## config.mk

```make
export PLATFORM = sky130hd
export DESIGN_NAME = uart_tx_buf
export DESIGN_NICKNAME = d
export VERILOG_FILES = /design/src/rtl/uart_tx_buf.sv
export SDC_FILE = /design/constraint.sdc
export NUM_CORES = 1
export LEC_CHECK = 0
export CAP_MARGIN = 20
export CORE_MARGIN = 1.5
export CORE_UTILIZATION = 55
export CTS_CLUSTER_DIAMETER = 120
export DETAILED_ROUTE_END_ITERATION = 8
export PLACE_DENSITY = 0.78
export SLEW_MARGIN = 10
export SYNTH_ARGS = -nofsm -noshare
export SYNTH_HDL_FRONTEND = slang
export SYNTH_SLANG_ARGS = --single-unit
```

## constraint.sdc

```tcl
create_clock -name i_clk -period 3.37 [get_ports i_clk]
set_input_delay 1.011 -clock i_clk [delete_from_list [all_inputs] [get_ports i_clk]]
set_output_delay 1.011 -clock i_clk [all_outputs]
set_load 0.03 [all_outputs]
```

## src/rtl/uart_tx_buf.sv

```systemverilog
// Buffered UART transmitter: write FIFO, internal baud divider, optional parity and break generation.
// Frames are sent back-to-back on o_uart_tx while the FIFO holds data.
module uart_tx_buf #(
    parameter int unsigned P_UART_CLK        = 250_000_000,
    parameter int unsigned P_UART_BAUDRATE   = 115200,
    parameter int unsigned P_UART_DATA_WIDTH = 8,
    parameter int unsigned P_UART_STOP_WIDTH = 1,
    parameter int unsigned P_UART_CHECK      = 0,
    parameter int unsigned P_FIFO_DEPTH      = 16
) (
    input  logic                              i_clk,
    input  logic                              i_rst,
    input  logic [P_UART_DATA_WIDTH-1:0]      i_usr_tx_data,
    input  logic                              i_usr_tx_valid,
    output logic                              o_usr_tx_ready,
    input  logic                              i_tx_break,
    output logic                              o_uart_tx,
    output logic                              o_tx_busy,
    output logic                              o_tx_done,
    output logic [$clog2(P_FIFO_DEPTH):0]     o_fifo_level
);

    localparam int unsigned BAUD_DIV = P_UART_CLK / P_UART_BAUDRATE;
    localparam int unsigned CNT_W    = $clog2(BAUD_DIV);
    localparam int unsigned ADDR_W   = $clog2(P_FIFO_DEPTH);
    localparam int unsigned LVL_W    = ADDR_W + 1;

    localparam logic [CNT_W-1:0] CNT_LAST  = CNT_W'(BAUD_DIV - 1);
    localparam logic [3:0]       DATA_LAST = 4'(P_UART_DATA_WIDTH - 1);
    localparam logic [3:0]       STOP_LAST = 4'(P_UART_STOP_WIDTH - 1);
    localparam logic [LVL_W-1:0] LVL_FULL  = LVL_W'(P_FIFO_DEPTH);

    typedef enum logic [2:0] {
        S_IDLE,
        S_START,
        S_DATA,
        S_PARITY,
        S_STOP
    } state_t;

    // FIFO
    logic [P_UART_DATA_WIDTH-1:0] mem_q [P_FIFO_DEPTH];
    logic [ADDR_W-1:0]            wr_ptr_q, rd_ptr_q;
    logic [LVL_W-1:0]             level_q, level_d;
    logic                         ready_q;
    logic                         push, pop;
    logic                         fifo_empty;
    logic [P_UART_DATA_WIDTH-1:0] head;

    assign push       = i_usr_tx_valid & ready_q;
    assign fifo_empty = (level_q == '0);
    assign head       = mem_q[rd_ptr_q];

    always_ff @(posedge i_clk) begin
        if (push) begin
            mem_q[wr_ptr_q] <= i_usr_tx_data;
        end
    end

    always_comb begin
        level_d = level_q;
        case ({push, pop})
            2'b10:   level_d = level_q + LVL_W'(1);
            2'b01:   level_d = level_q - LVL_W'(1);
            default: level_d = level_q;
        endcase
    end

    always_ff @(posedge i_clk or posedge i_rst) begin
        if (i_rst) begin
            wr_ptr_q <= '0;
            rd_ptr_q <= '0;
            level_q  <= '0;
            ready_q  <= 1'b1;
        end else begin
            if (push) wr_ptr_q <= wr_ptr_q + ADDR_W'(1);
            if (pop)  rd_ptr_q <= rd_ptr_q + ADDR_W'(1);
            level_q <= level_d;
            ready_q <= (level_d < LVL_FULL);
        end
    end

    function automatic logic calc_parity(input logic [P_UART_DATA_WIDTH-1:0] d);
        case (P_UART_CHECK)
            1:       return ~^d;
            2:       return ^d;
            3:       return 1'b1;
            default: return 1'b0;
        endcase
    endfunction

    // Transmit FSM
    state_t                       state_q, state_d;
    logic [CNT_W-1:0]             cnt_q, cnt_d;
    logic [3:0]                   bit_q, bit_d;
    logic [P_UART_DATA_WIDTH-1:0] shift_q, shift_d;
    logic                         par_q, par_d;
    logic                         tx_q, tx_d;
    logic                         brk_q, brk_d;
    logic                         bit_end;
    logic                         done;

    assign bit_end = (cnt_q == CNT_LAST);

    always_comb begin
        state_d = state_q;
        cnt_d   = cnt_q;
        bit_d   = bit_q;
        shift_d = shift_q;
        par_d   = par_q;
        tx_d    = tx_q;
        brk_d   = brk_q;
        pop     = 1'b0;
        done    = 1'b0;

        if (state_q != S_IDLE) begin
            cnt_d = bit_end ? '0 : cnt_q + CNT_W'(1);
        end

        case (state_q)
            S_IDLE: begin
                if (i_tx_break) begin
                    tx_d  = 1'b0;
                    brk_d = 1'b1;
                    cnt_d = '0;
                end else if (brk_q) begin
                    // After break, hold the line high for one full bit time before any start bit.
                    tx_d = 1'b1;
                    if (bit_end) begin
                        brk_d = 1'b0;
                        cnt_d = '0;
                    end else begin
                        cnt_d = cnt_q + CNT_W'(1);
                    end
                end else if (!fifo_empty) begin
                    pop     = 1'b1;
                    shift_d = head;
                    par_d   = calc_parity(head);
                    tx_d    = 1'b0;
                    cnt_d   = '0;
                    state_d = S_START;
                end else begin
                    tx_d = 1'b1;
                end
            end
            S_START: begin
                if (bit_end) begin
                    state_d = S_DATA;
                    tx_d    = shift_q[0];
                    shift_d = shift_q >> 1;
                    bit_d   = '0;
                end
            end
            S_DATA: begin
                if (bit_end) begin
                    if (bit_q == DATA_LAST) begin
                        bit_d = '0;
                        if (P_UART_CHECK != 0) begin
                            state_d = S_PARITY;
                            tx_d    = par_q;
                        end else begin
                            state_d = S_STOP;
                            tx_d    = 1'b1;
                        end
                    end else begin
                        bit_d   = bit_q + 4'd1;
                        tx_d    = shift_q[0];
                        shift_d = shift_q >> 1;
                    end
                end
            end
            S_PARITY: begin
                if (bit_end) begin
                    state_d = S_STOP;
                    tx_d    = 1'b1;
                    bit_d   = '0;
                end
            end
            S_STOP: begin
                if (bit_end) begin
                    if (bit_q == STOP_LAST) begin
                        done = 1'b1;
                        if (!fifo_empty && !i_tx_break) begin
                            pop     = 1'b1;
                            shift_d = head;
                            par_d   = calc_parity(head);
                            tx_d    = 1'b0;
                            state_d = S_START;
                        end else begin
                            tx_d    = 1'b1;
                            state_d = S_IDLE;
                        end
                    end else begin
                        bit_d = bit_q + 4'd1;
                    end
                end
            end
            default: begin
                state_d = S_IDLE;
                tx_d    = 1'b1;
            end
        endcase
    end

    always_ff @(posedge i_clk or posedge i_rst) begin
        if (i_rst) begin
            state_q <= S_IDLE;
            cnt_q   <= '0;
            bit_q   <= '0;
            shift_q <= '0;
            par_q   <= 1'b0;
            tx_q    <= 1'b1;
            brk_q   <= 1'b0;
        end else begin
            state_q <= state_d;
            cnt_q   <= cnt_d;
            bit_q   <= bit_d;
            shift_q <= shift_d;
            par_q   <= par_d;
            tx_q    <= tx_d;
            brk_q   <= brk_d;
        end
    end

    assign o_uart_tx      = tx_q;
    assign o_tx_busy      = (state_q != S_IDLE);
    assign o_tx_done      = done;
    assign o_usr_tx_ready = ready_q;
    assign o_fifo_level   = level_q;

endmodule

```

==> Word level (Yosys, flattened, before mapping) <==
Memory sizes are Yosys's and may differ from the RTL's.
Index checks and enable logic that the tools add are counted.
{ "totals": {"ff_bits": 43, "ramBits": 128, "input_bits": 12, "out_inout_bits": 9, "wordCells": 114, "memories": 1} }
{ "mem_list": {"columns": ["name", "depth", "word_bits", "rd", "rd_ports_with_merged_regs", "wr", "line_no", "source"], "rows": [
  ["mem_q", 16, 8, 1, 0, 1, "42", "logic [P_UART_DATA_WIDTH-1:0] mem_q [P_FIFO_DEPTH];"]
]} }
{ "classes": {"addsub": 6, "n_lt_le_gt_ge": 1, "eq_ne": 21, "n_mux": 60, "n_bitwise": 1, "reduce_logical": 14} }
{ "op_table": {"columns": ["cell", "n"], "rows": [
  ["12-bit 2-to-1 mux", 6],
  ["8-bit 2-to-1 mux", 9],
  ["8-bit one-hot mux with 4 select lines", 1],
  ["3-bit 2-to-1 mux", 9],
  ["1-bit 2-to-1 mux", 25],
  ["2-bit inequality test, second input constant", 12],
  ["4-bit 2-to-1 mux", 5],
  ["3-bit one-hot mux with 5 select lines", 1],
  ["12-bit by 1-bit adder with 12-bit output, second input constant", 1],
  ["4-bit by 1-bit adder with 4-bit output, second input constant", 3],
  ["12-bit equality test, second input constant", 1],
  ["4-bit one-hot mux with 3 select lines", 1],
  ["5-bit one-hot mux with 2 select lines", 1],
  ["10-bit AND reduction", 1],
  ["5-bit AND reduction", 2],
  ["9-bit AND reduction", 1],
  ["3-bit by 2-bit equality test with 1-bit output, second input constant", 2],
  ["3-bit nonzero test", 2],
  ["5-bit by 1-bit adder with 5-bit output, second input constant", 1],
  ["5-bit logical NOT", 1],
  ["5-bit less-than comparator, second input constant", 1],
  ["1-bit one-hot mux with 5 select lines", 1],
  ["5-bit by 1-bit subtractor with 5-bit output, second input constant", 1],
  ["4-bit by 3-bit equality test with 1-bit output, second input constant", 1],
  ["other kinds (13)", 14]
]} }

==> Depth between registers and ports, before layout <==
Gate-level depths: netlist of the first run.
{ "logic_depth": {"ltp_word": 10, "ltp_mapped": 13, "ltp_nobuf": 13} }

==> Least setup slack after synthesis of the first run <==
No wires, ideal clock.
{ "synth_timing": {"path_kind": "register to register", "start": "register bit_q[0]", "end": "register with a tool-made name", "setup_ns": 0.135, "arrival_time_ns": 3.025, "t_required_ns": 3.235, "slack_ns": 0.210, "path_stages_with_launch": 14, "path_buffers": 0, "synth_period_minus_slack_ns": 3.160, "cell_sequence": "dfrtp_1 > inv_1 > ha_1 > or3b_1 > or4_4 > a21boi_2 > o21a_4 > ha_1 > ha_1 > a21o_1 > a21oi_1 > xnor2_1 > nand2b_1 > xnor2_1"} }
{ "synth_lines": {"columns": ["element", "line_no", "source"], "rows": [
  ["from (decl)", "95", "logic [3:0] bit_q, bit_d;"],
  ["from (signal assigned)", "217", "bit_q <= bit_d;"]
]} }

==> Worst setup path after layout of the first run <==
{ "layout_timing": {"start": "register bit_q[1]", "end": "output port o_tx_done"} }
{ "layout_via": {"elab_chain_cells": 4} }
{ "layout_rtl": {"columns": ["element", "line_no", "source"], "rows": [
  ["4-bit logical NOT", "181", "if (bit_q == STOP_LAST) begin"],
  ["1-bit 2-to-1 mux", "181", null],
  ["1-bit 2-to-1 mux", "180", "if (bit_end) begin"],
  ["1-bit 2-to-1 mux", "120", "case (state_q)"],
  ["to (decl)", "19", "output logic o_tx_done,"]
]} }
No other way between the ends.

==> reports/metrics.cfg, run 1 <==
[min_path]
hold_class = flop to flop
min_from = shift_q[3]
worstHoldPathCells = 1
hold_end = shift_q[3]

[cells_and_area]
instances_no_fill = 711
drive_gt1_share_pct = 20.6
fill_cells = 913
fin_util_pct = 65.3
layout.cells.most_common = edfxtp_1
final_cell_mix = edfxtp_1, dfrtp_1, mux4_2, nand2_1, buf_4
nets = 548
antenna_cells = 0
syn_to_final_growth_pct = 15.0

[floorplanning]
initial_core_util_pct = 56.7
core_um2 = 13300
die_h_um = 120
fp.dieArea_um2 = 14400
std_cell_rows = 42
io_pins = 21
die_w_um = 120

[worst_setup_path]
reg2reg_from = bit_q[1]
slowest_delay_ns = 0.47
critPathLaunchType = flop
path_cells = inv_1 -> ha_2 -> or3b_4 -> or4_4 -> and2b_1 -> buf_4
cp_max_fo = 3
required_ns = 2.36
reg2reg_slack_ns = 0.17
critPathTopFamily = simple AND/OR/NAND/NOR gates
reg2reg_depth = 13
crit_type = flop to primary output
critPathCaptureType = primary output
worstPathArrival_ns = 2.32
crit_buf_inv = 2
worst_path_max_delay_cell = or4_4

[placement]
dp.cells = 675
dp_hpwl_um = 9550
portBuffers = 20
place_congestion = 0.781

[grt]
met3_usage_pct = 5.18
grtUsageMet2_pct = 36.3
grt_pass1_vias = 4106
grt_pass1_wl_um = 22700
track_usage_pct = 21.6
grt_max_degree = 22
busiest_layer = met2
use_met1_pct = 27.5
globalRoute.totalOverflow = 0
antenna_found_initial = 0

[power_and_ir_drop]
comb_power_share_pct = 11.4
cell_internal_pwr_uw = 3860
leakage_uw = 0.00314
seq_power_share_pct = 49.3
netSwitchingFraction_pct = 26.1
power_frac_clock_pct = 39.4
switchingPower_uw = 1360
max-vdd-ir-drop_v = 0.000626
power_density_nw_per_um2 = 602

[detailed_routing]
post_drt_wl_per_cell_um = 19.9
drt_first_pass_iters = 5
viasPerCell = 5.79
postRouteAntennaNets = 0
via_count = 4116
wirelength_um = 14200
drc_errors = 0
first_iter_violations = 322

[logic_synthesis]
async_reset_ff_share_pct = 25.1
synth_edf_count = 128
yosysSeqAreaShare_pct = 65.2
syn-cell-area_um2 = 7540
avgSynthCellArea_um2 = 15.7
synth_seq_cells = 171
syn-num-nets = 508
syn_inst = 482
ys_types = 66
yosys_warnings = 0
synthFlopType = edfxtp_1

[cts]
root_buffer = clkbuf_16
cts_buffer_depth = 2
cts_tree = built
cts.htree.levels = 4
cts_inserted_buffers = 17
cts_hold_buf = 0
insertion_delay_ns = 0.43
clk_pin_slew_ns = 0.07
cts_sinks = 171

[flow_run]
cap_violations = 0

[sta]
hold_violations = 0
fin_crit_sh_pct = 98.9
finalSetupViolCount = 0
tightest_slew_ns = 0.804
clock_skew_ns = 0.0117
relSlewSlack_pct = 45.9
max_freq_mhz = 300
slew_viol_final = 0
setup_tns_ns = 0
post-route-min-period_ns = 3.33

[run_status]
status = finished, final reports clean

power groups by stage:
| stage | Sequential, uW | Combinational (uW) | Clock (uW) |
|---|---|---|---|
| 2_1_floorplan | 2650 | 308 | 0 |
| 3_3_place_gp | 2610 | 574 | 0 |
| 3_5_place_dp | 2610 | 592 | 0 |
| 4_1_cts | 2570 | 600 | 2080 |
| 5_1_grt | 2600 | 646 | 2170 |
| 6_report | 2570 | 594 | 2060 |
worst max-delay path by stage:
stage,slack [ns],cells after the start,end,start
CTS,0.02,6,o_tx_done,bit_q[1]
finish,0.04,6,o_tx_done,bit_q[1]
floorplan,0.21,13,flop,bit_q[0]
global route,-0.009,6,o_tx_done,bit_q[1]
global placement,0.13,11,flop,i_tx_break
detailed placement,0.09,11,flop,i_tx_break
sequential cells by signal, summed over array words and instances (netlist names), named ones only:
| register | count |
|---|---|
| brk_q | 1 |
| o_uart_tx | 1 |
| state_q | 3 |
| wr_ptr_q | 4 |
| shift_q | 8 |
| o_usr_tx_ready | 1 |
| rd_ptr_q | 4 |
| bit_q | 4 |
| o_fifo_level | 4 |
| cnt_q | 12 |
| mem_q | 128 |
layer usage:
metal  wire (um)  share of wire [%]  up-vias
met4         215                1.5        0
met1        6010                 42     2101
met5           0                  0        -
met3         482                3.4       12
met2        7470                 53       73
li1            -                  -     1930
cell usage after synthesis (5+ instances only):
cell type / instances / area, um^2
a21oi_1: 14 / 70.1
mux2i_1: 13 / 130
mux4_2: 29 / 653
nor2_1: 20 / 75.1
inv_1: 12 / 45.0
a211oi_1: 7 / 52.6
and2_1: 14 / 87.6
mux2_2: 8 / 90.1
xor2_1: 10 / 87.6
o21ai_0: 10 / 50.1
ha_1: 13 / 163
edfxtp_1: 128 / 3840
nand2b_1: 8 / 50.1
clkbuf_1: 5 / 18.8
nand2_1: 23 / 86.3
nand3_1: 9 / 45.0
o22ai_1: 5 / 31.3
buf_2: 12 / 60.1
nor2b_1: 12 / 75.1
dfrtp_1: 41 / 1030
and3_1: 8 / 50.1
xnor2_1: 12 / 105
worst register-to-register path: stages (launching register included):
cell and delay, ns:
dfrtp_1 0.40, inv_1 0.07, ha_2 0.18, or3b_4 0.39
or4_4 0.47, a21boi_4 0.21, o21a_4 0.15, ha_1 0.21
ha_1 0.28, a21o_1 0.20, a21oi_2 0.15, xnor2_1 0.13
nand2b_1 0.11, xnor2_1 0.13
repair_timing:
item	4_1_cts	5_1_grt
buffers inserted	1	3
endpoints found under the setup margin	1	4
gates resized for setup	1	3
cell families after synthesis:
| logic type | share of synthesized area (%) |
|---|---|
| adder cells (fa/ha/maj) | 2.42 |
| AND/OR/NAND/NOR | 9.19 |
| multiplexers | 12.0 |
| buffers and inverters | 2.04 |
| XOR/XNOR | 2.55 |
| AO/OA/AOI/OAI | 6.58 |
| flip-flops | 65.2 |
through the flow:
stage / power (uW) / hold WS, ns / setup WS, ns / cell area, um^2
3_5_place_dp: 3210 / 0.498 / 0.0935 / 7990
6_report: 5220 / 0.513 / 0.0366 / 8680
2_1_floorplan: 2960 / 0.473 / 0.210 / 7540
5_1_grt: 5410 / 0.531 / -0.00881 / 8680
4_1_cts: 5250 / 0.514 / 0.0206 / 8640
3_3_place_gp: 3180 / 0.490 / 0.127 / 7990
final cells by class:
type,count,area (um^2),share of cell area (%)
clock buffer,17,425,4.90
clock inverter,15,216,2.49
inverter,12,45.0,0.519
multi-input combinational,278,2480,28.6
sequential,171,4920,56.7
tap,176,220,2.54
timing repair buffer,42,363,4.18
Power figures use the tool's default switching activity.
==> run 2, diff against run 1 <==
Settings changed: CTS_CLUSTER_DIAMETER 120 to default.
==> results of run 2 <==
No change in the layout: final DEF, timing and power equal those of run 1.
